`config.mk`:
```
export PLATFORM = sky130hd
export DESIGN_NAME = axi4s_uart_flat
export DESIGN_NICKNAME = d
export VERILOG_FILES = /design/src/rtl/axi4s_uart_if.sv /design/src/rtl/axi4s_uart.sv /design/src/flat_wrapper.sv
export SDC_FILE = /design/constraint.sdc
export NUM_CORES = 1
export LEC_CHECK = 0
export CORE_MARGIN = 1.5
export CORE_UTILIZATION = 50
export DETAILED_ROUTE_END_ITERATION = 6
export GPL_TIMING_DRIVEN = 0
export PLACE_DENSITY = 0.81
export SLEW_MARGIN = 20
export SYNTH_ARGS = -nofsm -noshare
export SYNTH_HDL_FRONTEND = slang
export SYNTH_SLANG_ARGS = --single-unit
```
`constraint.sdc`:
```
create_clock -name aclk -period 2.3 [get_ports aclk]
set_clock_uncertainty 0.05 [all_clocks]
set_input_delay 0.575 -clock aclk [delete_from_list [all_inputs] [get_ports aclk]]
set_output_delay 0.575 -clock aclk [all_outputs]
set_load 0.01 [all_outputs]
```
`src/rtl/axi4s_uart_if.sv`:
```
`default_nettype none
// ============================================================================
// Module   : axi4s_uart_if
// Brief    : AXI4-Stream byte channel (tvalid/tready/tdata) for the UART.
// Revision : 1.0 - initial release
// ============================================================================
interface axi4s_uart_if;
    logic       tvalid;
    logic       tready;
    logic [7:0] tdata;

    modport master (output tvalid, output tdata, input  tready);
    modport slave  (input  tvalid, input  tdata, output tready);
endinterface
`default_nettype wire

```
`src/rtl/axi4s_uart.sv`:
```
`default_nettype none
// ============================================================================
// Module   : axi4s_uart
// Brief    : Full-duplex 8N1 UART bridging a serial line and AXI4-Stream bytes.
//            Optional even parity when UART_PARITY_EN is defined.
// Revision : 1.0 - initial release
// ============================================================================
module axi4s_uart #(
    parameter int CLK_FREQ  = 100_000_000,
    parameter int BAUD_RATE = 115_200
) (
    input  wire            aclk,
    input  wire            areset,
    input  wire            uart_rxd,
    output logic           uart_txd,
    axi4s_uart_if.master   rx_byte,
    axi4s_uart_if.slave    tx_byte,
    output logic           rx_frame_err,
`ifdef UART_PARITY_EN
    output logic           rx_parity_err,
`endif
    output logic           rx_overrun
);

    localparam int CLKS_PER_BIT = CLK_FREQ / BAUD_RATE;
    localparam int CNT_W        = $clog2(CLKS_PER_BIT);
    localparam logic [CNT_W-1:0] c_bit_reload  = CNT_W'(CLKS_PER_BIT - 1);
    localparam logic [CNT_W-1:0] c_half_reload = CNT_W'(CLKS_PER_BIT / 2 - 1);
    localparam logic [CNT_W-1:0] c_cnt_one     = CNT_W'(1);

    generate
        if (CLKS_PER_BIT < 4) begin : g_baud_check
            $error("axi4s_uart: CLKS_PER_BIT must be at least 4");
        end
    endgenerate

`ifdef UART_PARITY_EN
    typedef enum logic [2:0] {S_IDLE, S_START, S_DATA, S_PARITY, S_STOP} state_t;
`else
    typedef enum logic [2:0] {S_IDLE, S_START, S_DATA, S_STOP} state_t;
`endif

    // ------------------------------------------------------------------ RX
    logic             r_rxd_s1, r_rxd_s2, r_rxd_s3;
    state_t           r_rx_state, w_rx_state_d;
    logic [CNT_W-1:0] r_rx_cnt, w_rx_cnt_d;
    logic [2:0]       r_rx_bit, w_rx_bit_d;
    logic [7:0]       r_rx_shift, w_rx_shift_d;
    logic             w_rx_fall, w_rx_tick;
    logic             w_rx_done, w_frame_err, w_parity_err;
    logic             r_rx_valid;
    logic [7:0]       r_rx_data;
    logic             r_frame_err, r_overrun, r_parity_err;

    // Third flop only remembers the previous synchronized level for edge detect
    always_ff @(posedge aclk) begin
        if (areset) begin
            r_rxd_s1 <= 1'b1;
            r_rxd_s2 <= 1'b1;
            r_rxd_s3 <= 1'b1;
        end else begin
            r_rxd_s1 <= uart_rxd;
            r_rxd_s2 <= r_rxd_s1;
            r_rxd_s3 <= r_rxd_s2;
        end
    end

    assign w_rx_fall = r_rxd_s3 & ~r_rxd_s2;
    assign w_rx_tick = (r_rx_cnt == '0);

    always_comb begin
        w_rx_state_d = r_rx_state;
        w_rx_cnt_d   = r_rx_cnt;
        w_rx_bit_d   = r_rx_bit;
        w_rx_shift_d = r_rx_shift;
        w_rx_done    = 1'b0;
        w_frame_err  = 1'b0;
        w_parity_err = 1'b0;
        case (r_rx_state)
            S_IDLE: begin
                if (w_rx_fall) begin
                    w_rx_cnt_d   = c_half_reload;
                    w_rx_state_d = S_START;
                end
            end
            S_START: begin
                if (!w_rx_tick) begin
                    w_rx_cnt_d = r_rx_cnt - c_cnt_one;
                end else if (r_rxd_s2) begin
                    w_rx_state_d = S_IDLE;
                end else begin
                    w_rx_cnt_d   = c_bit_reload;
                    w_rx_bit_d   = 3'd0;
                    w_rx_state_d = S_DATA;
                end
            end
            S_DATA: begin
                if (!w_rx_tick) begin
                    w_rx_cnt_d = r_rx_cnt - c_cnt_one;
                end else begin
                    w_rx_shift_d = {r_rxd_s2, r_rx_shift[7:1]};
                    w_rx_cnt_d   = c_bit_reload;
                    w_rx_bit_d   = r_rx_bit + 3'd1;
                    if (r_rx_bit == 3'd7) begin
`ifdef UART_PARITY_EN
                        w_rx_state_d = S_PARITY;
`else
                        w_rx_state_d = S_STOP;
`endif
                    end
                end
            end
`ifdef UART_PARITY_EN
            S_PARITY: begin
                if (!w_rx_tick) begin
                    w_rx_cnt_d = r_rx_cnt - c_cnt_one;
                end else begin
                    w_rx_cnt_d = c_bit_reload;
                    if (r_rxd_s2 != ^r_rx_shift) begin
                        w_parity_err = 1'b1;
                        w_rx_state_d = S_IDLE;
                    end else begin
                        w_rx_state_d = S_STOP;
                    end
                end
            end
`endif
            S_STOP: begin
                if (!w_rx_tick) begin
                    w_rx_cnt_d = r_rx_cnt - c_cnt_one;
                end else begin
                    w_rx_state_d = S_IDLE;
                    w_rx_done    = r_rxd_s2;
                    w_frame_err  = ~r_rxd_s2;
                end
            end
            default: w_rx_state_d = S_IDLE;
        endcase
    end

    always_ff @(posedge aclk) begin
        if (areset) begin
            r_rx_state <= S_IDLE;
            r_rx_cnt   <= '0;
            r_rx_bit   <= '0;
            r_rx_shift <= '0;
        end else begin
            r_rx_state <= w_rx_state_d;
            r_rx_cnt   <= w_rx_cnt_d;
            r_rx_bit   <= w_rx_bit_d;
            r_rx_shift <= w_rx_shift_d;
        end
    end

    // Single-entry output register; a completed byte may refill it in the same
    // cycle the consumer drains it.
    always_ff @(posedge aclk) begin
        if (areset) begin
            r_rx_valid   <= 1'b0;
            r_rx_data    <= '0;
            r_frame_err  <= 1'b0;
            r_overrun    <= 1'b0;
            r_parity_err <= 1'b0;
        end else begin
            r_frame_err  <= w_frame_err;
            r_parity_err <= w_parity_err;
            r_overrun    <= w_rx_done && r_rx_valid && !rx_byte.tready;
            if (w_rx_done && (!r_rx_valid || rx_byte.tready)) begin
                r_rx_valid <= 1'b1;
                r_rx_data  <= w_rx_shift_d;
            end else if (rx_byte.tready) begin
                r_rx_valid <= 1'b0;
            end
        end
    end

    assign rx_byte.tvalid = r_rx_valid;
    assign rx_byte.tdata  = r_rx_data;
    assign rx_frame_err   = r_frame_err;
    assign rx_overrun     = r_overrun;
`ifdef UART_PARITY_EN
    assign rx_parity_err  = r_parity_err;
`else
    logic w_unused_parity;
    assign w_unused_parity = r_parity_err;
`endif

    // ------------------------------------------------------------------ TX
    state_t           r_tx_state, w_tx_state_d;
    logic [CNT_W-1:0] r_tx_cnt, w_tx_cnt_d;
    logic [2:0]       r_tx_bit, w_tx_bit_d;
    logic [7:0]       r_tx_shift, w_tx_shift_d;
    logic             r_tx_par, w_tx_par_d;
    logic             r_txd, w_txd_d;
    logic             w_tx_ready, w_tx_tick;

    assign w_tx_ready     = (r_tx_state == S_IDLE) && !areset;
    assign w_tx_tick      = (r_tx_cnt == '0);
    assign tx_byte.tready = w_tx_ready;

    always_comb begin
        w_tx_state_d = r_tx_state;
        w_tx_cnt_d   = r_tx_cnt;
        w_tx_bit_d   = r_tx_bit;
        w_tx_shift_d = r_tx_shift;
        w_tx_par_d   = r_tx_par;
        case (r_tx_state)
            S_IDLE: begin
                if (tx_byte.tvalid && w_tx_ready) begin
                    w_tx_shift_d = tx_byte.tdata;
                    w_tx_par_d   = ^tx_byte.tdata;
                    w_tx_cnt_d   = c_bit_reload;
                    w_tx_state_d = S_START;
                end
            end
            S_START: begin
                if (!w_tx_tick) begin
                    w_tx_cnt_d = r_tx_cnt - c_cnt_one;
                end else begin
                    w_tx_cnt_d   = c_bit_reload;
                    w_tx_bit_d   = 3'd0;
                    w_tx_state_d = S_DATA;
                end
            end
            S_DATA: begin
                if (!w_tx_tick) begin
                    w_tx_cnt_d = r_tx_cnt - c_cnt_one;
                end else begin
                    w_tx_cnt_d = c_bit_reload;
                    if (r_tx_bit == 3'd7) begin
`ifdef UART_PARITY_EN
                        w_tx_state_d = S_PARITY;
`else
                        w_tx_state_d = S_STOP;
`endif
                    end else begin
                        w_tx_bit_d   = r_tx_bit + 3'd1;
                        w_tx_shift_d = {1'b0, r_tx_shift[7:1]};
                    end
                end
            end
`ifdef UART_PARITY_EN
            S_PARITY: begin
                if (!w_tx_tick) begin
                    w_tx_cnt_d = r_tx_cnt - c_cnt_one;
                end else begin
                    w_tx_cnt_d   = c_bit_reload;
                    w_tx_state_d = S_STOP;
                end
            end
`endif
            S_STOP: begin
                if (!w_tx_tick) begin
                    w_tx_cnt_d = r_tx_cnt - c_cnt_one;
                end else begin
                    w_tx_state_d = S_IDLE;
                end
            end
            default: w_tx_state_d = S_IDLE;
        endcase

        // Line level follows the state being entered so uart_txd is a clean flop
        case (w_tx_state_d)
            S_START:  w_txd_d = 1'b0;
            S_DATA:   w_txd_d = w_tx_shift_d[0];
`ifdef UART_PARITY_EN
            S_PARITY: w_txd_d = w_tx_par_d;
`endif
            default:  w_txd_d = 1'b1;
        endcase
    end

    always_ff @(posedge aclk) begin
        if (areset) begin
            r_tx_state <= S_IDLE;
            r_tx_cnt   <= '0;
            r_tx_bit   <= '0;
            r_tx_shift <= '0;
            r_tx_par   <= 1'b0;
            r_txd      <= 1'b1;
        end else begin
            r_tx_state <= w_tx_state_d;
            r_tx_cnt   <= w_tx_cnt_d;
            r_tx_bit   <= w_tx_bit_d;
            r_tx_shift <= w_tx_shift_d;
            r_tx_par   <= w_tx_par_d;
            r_txd      <= w_txd_d;
        end
    end

    assign uart_txd = r_txd;

endmodule
`default_nettype wire
```
`src/flat_wrapper.sv`:
```
// flat-port wrapper written by rule: the top's interface ports become plain ports
module axi4s_uart_flat 
#(
    parameter int CLK_FREQ  = 100_000_000,
    parameter int BAUD_RATE = 115_200
)
  (aclk, areset, uart_rxd, uart_txd, rx_frame_err, rx_overrun, rx_byte_tvalid, rx_byte_tdata, rx_byte_tready, tx_byte_tvalid, tx_byte_tdata, tx_byte_tready);
  axi4s_uart_if rx_byte_i ();
  axi4s_uart_if tx_byte_i ();
  input  wire aclk;
  input  wire areset;
  input  wire uart_rxd;
  output logic uart_txd;
  output logic rx_frame_err;
  output logic rx_overrun;
  output wire logic [$bits(rx_byte_i.tvalid)-1:0] rx_byte_tvalid;
  output wire logic [$bits(rx_byte_i.tdata)-1:0] rx_byte_tdata;
  input wire logic [$bits(rx_byte_i.tready)-1:0] rx_byte_tready;
  input wire logic [$bits(tx_byte_i.tvalid)-1:0] tx_byte_tvalid;
  input wire logic [$bits(tx_byte_i.tdata)-1:0] tx_byte_tdata;
  output wire logic [$bits(tx_byte_i.tready)-1:0] tx_byte_tready;
  assign rx_byte_tvalid = rx_byte_i.tvalid;
  assign rx_byte_tdata = rx_byte_i.tdata;
  assign rx_byte_i.tready = rx_byte_tready;
  assign tx_byte_i.tvalid = tx_byte_tvalid;
  assign tx_byte_i.tdata = tx_byte_tdata;
  assign tx_byte_tready = tx_byte_i.tready;
  axi4s_uart #(.CLK_FREQ(CLK_FREQ), .BAUD_RATE(BAUD_RATE)) u_core (.aclk(aclk), .areset(areset), .uart_rxd(uart_rxd), .uart_txd(uart_txd), .rx_byte(rx_byte_i), .tx_byte(tx_byte_i), .rx_frame_err(rx_frame_err), .rx_overrun(rx_overrun));
endmodule
```
==> flow_summary.yaml, run 1 <==
synth:
  ys_warn_count: 0
  ys_ff_latch: 62
  synth_edf_count: 0
  synth_cell_type_count: 63
  async_reset_ff_share_pct: 0
  synthCells: 345
  seq_area_frac_synth_pct: 40.33
  synthFlopType: "dfxtp_1"
  syn_area_per_cell_sq_um: 8.922
  synth.net_count: 368
  syn-cell-area_sq_um: 3078
worst_setup_path:
  crit_type: "reg -> reg"
  startpoint_type: "register"
  cpMaxStageDelayCell: "or3b_4"
  r2r-end: "u_core.r_tx_bit[0]"
  path_cells: "inv_1 > ha_4 > or3b_4 > nor3_4 > nand3b_1 > or3b_1 > a21oi_1"
  path_max_fanout: 6
  end_kind: "register"
  max_stage_delay_ps: 430
  r2r_cells: 7
  worstSetupStartpoint: "u_core.r_tx_cnt[0]"
  reg2reg_setup_slack_ps: 100
  crit_arrival_ps: 2420
  cp.buffers_inverters: 1
  endpoint: "u_core.r_tx_bit[0]"
  rr_startpoint: "u_core.r_tx_cnt[0]"
  cp.required_ps: 2520
  crit_cells: 7
  cp_top_family: "simple AND/OR/NAND/NOR gates"
cts:
  postCtsHoldBufs: 0
  cts.sinks: 62
  cts_root_buf: "clkbuf_8"
  clk_latency_ps: 340
  tritoncts: "done"
  path_clk_slew_ps: 70
  numCtsBuffers: 9
  clk_path_buf_depth: 2
  h-tree-depth: 3
timing:
  finalCriticalPeriod_ps: 2197
  worstMarginPinSlew_ps: 683.7
  relSlewSlack_pct: 54.30
  min_period_over_period_pct: 95.52
  setup_violations: 0
  fmax_mhz: 455.2
  finalHoldViolCount: 0
  maxSlewViolCount: 0
  setup_ws_ps: 103.0
  rsz0062_at_grt: "no"
  tns_ps: 0
drt:
  drt-total-wl_um: 7303
  num_vias: 2803
  routed_via_density: 5.926
  drc: 0
  wire_per_inst_um: 15.44
  final_antenna_net_count: 0
  firstDrtPassIters: 5
  drtIter0Drc: 210
pwr:
  p_leak_nw: 1.398
  power_mw: 3.192
  vdd_ir_drop_max_mv: 0.5728
  powerDensity_nw_per_um2: 842.0
die:
  initial_core_util_pct: 51.99
  core_sq_um: 5921
  num_io_pins: 26
  die-area_sq_um: 6636
  die_height_um: 81.46
  rows: 28
  die_x_um: 81.46
layout:
  final_cell_mix: "61 x dfxtp_1, 41 x nor2_1, 31 x a21oi_1"
  syn_to_final_growth_pct: 23.17
  drive_above_1_share_pct: 17.09
  fin_util_pct: 64.03
  final_common_cell: "dfxtp_1"
  nets: 416
  diodes: 0
grt:
  use_met1_pct: 28.85
  antenna_found_initial: 0
  busiest_layer: "met2"
  grt_start_max_net_pins: 12
  grt_usage_pct: 23.18
  grt_pass1_vias: 2540
  grtUsageMet3_pct: 7.000
  gr-total-overflow: 0
  grt_pass1_wl_um: 11670
  grt.met2_usage_pct: 38.51
outcome:
  run_status: "finished clean"
place:
  gp_congestion: 0.8618
  io_buffers: 25
  dpl.hpwl_um: 4861
  dpl_worst_slack_ps: -364.8
worst_hold_path:
  hold_class: "reg -> reg"
job:
  cap_viol_max_count: 0
-- power breakdown --
group          switching (mW)  total, mW  internal, mW
combinational           0.582       1.01         0.432
clock                   0.438      0.963         0.525
sequential             0.0800       1.22          1.14
total                    1.10       3.19          2.09
-- routing by layer --
metal	up-vias	share of wire, %
met5	-	0
met4	0	1.9
met3	22	6.0
met2	100	50
met1	1308	43
li1	1373	-
-- worst min path at each step --
stage / start / endpoint / slack (ps) / cells past startpoint
floorplan: u_core.r_rxd_s1 / u_core.r_rxd_s2 / 340 / 1
global placement: u_core.r_rxd_s1 / u_core.r_rxd_s2 / 340 / 1
detailed placement: u_core.r_rxd_s1 / u_core.r_rxd_s2 / 350 / 1
CTS: u_core.r_rxd_s1 / u_core.r_rxd_s2 / 370 / 1
global route: u_core.r_rxd_s1 / u_core.r_rxd_s2 / 380 / 1
finish: u_core.r_rxd_s1 / u_core.r_rxd_s2 / 370 / 1
-- state kept, by name (all words and copies together) (netlist names) --
signal / flops
u_core.r_rxd_s1: 1
u_core.rx_byte.tvalid: 1
u_core.rx_byte.tdata: 8
u_core.r_tx_bit: 3
u_core.r_rxd_s3: 1
u_core.r_rx_shift: 8
u_core.uart_txd: 1
u_core.r_tx_cnt: 10
u_core.r_rx_bit: 3
u_core.r_rxd_s2: 1
u_core.rx_frame_err: 1
u_core.rx_overrun: 1
u_core.r_rx_cnt: 10
u_core.r_tx_shift: 8
u_core.r_tx_state: 3
u_core.r_rx_state: 2
-- cells in the mapped netlist (2+ instances only) --
cell type,instances,area [sq um]
a2111oi_0,2,17.52
a211o_1,2,17.52
a211oi_1,14,105.1
a21oi_1,31,155.2
a22oi_1,6,45.04
a311oi_1,3,26.28
a31oi_1,3,18.77
and2_1,5,31.28
buf_4,2,15.01
buf_6,2,22.52
clkbuf_1,9,33.78
dfxtp_1,62,1241
ha_1,10,125.1
inv_1,10,37.54
mux2i_1,9,90.09
nand2_1,20,75.07
nand2b_1,4,25.02
nand3_1,8,40.04
nand4_1,7,43.79
nand4b_1,2,17.52
nor2_1,41,153.9
nor2_4,2,22.52
nor3_1,17,85.08
nor3_4,2,32.53
nor3b_1,5,37.54
nor4_1,4,25.02
o21ai_0,12,60.06
o21bai_1,2,15.01
or2_2,7,43.79
or3_1,2,12.51
or4_1,2,15.01
or4b_4,2,27.53
xor2_1,6,52.55
-- cell type report --
type	count	area, sq um
clock buffers	10	137.6
plain buffers	14	76.32
flip-flops and latches	62	1242
multi-input cells	259	1799
clock inverters	6	61.31
well taps	75	93.84
fillers	507	2130
inverters	10	37.54
repair buffers	37	342.8
-- kinds of logic after synthesis --
logic type | share of synthesized area, %
mux | 3.293
xor+xnor | 1.992
compound gates | 20.00
fa+ha+maj | 4.065
buf+inv | 3.699
other cells | 0.1218
flops | 40.33
simple gates | 26.50
-- timing repair --
item / in CTS / in global routing
pin swaps: 7 / 4
gates resized for setup: 9 / 11
setup buffers: 8 / 4
setup endpoints to repair: 14 / 25
-- stage by stage --
stage / instance area [sq um] / instances / hold WS, ps
after global routing: 3791 / 473 / 380.5
after global placement: 3422 / 445 / 341.1
after detailed placement: 3422 / 445 / 346.9
after floorplan: 3078 / 345 / 339.5
final: 3791 / 473 / 370.9
after CTS: 3714 / 469 / 365.5
Note: power is estimated with default switching activity, not from simulation.
==> run 2: changes to the inputs <==
ABC_CLOCK_PERIOD_IN_PS = 2300   (was unset)
==> results of run 2 <==
Final layout, timing and power as in run 1 (identical DEF).
==> run 3: changes to the inputs <==
CTS_BUF_LIST = sky130_fd_sc_hd__clkbuf_8 sky130_fd_sc_hd__clkbuf_16   (was unset)
==> results of run 3 <==
Final layout, timing and power as in run 1 (identical DEF).
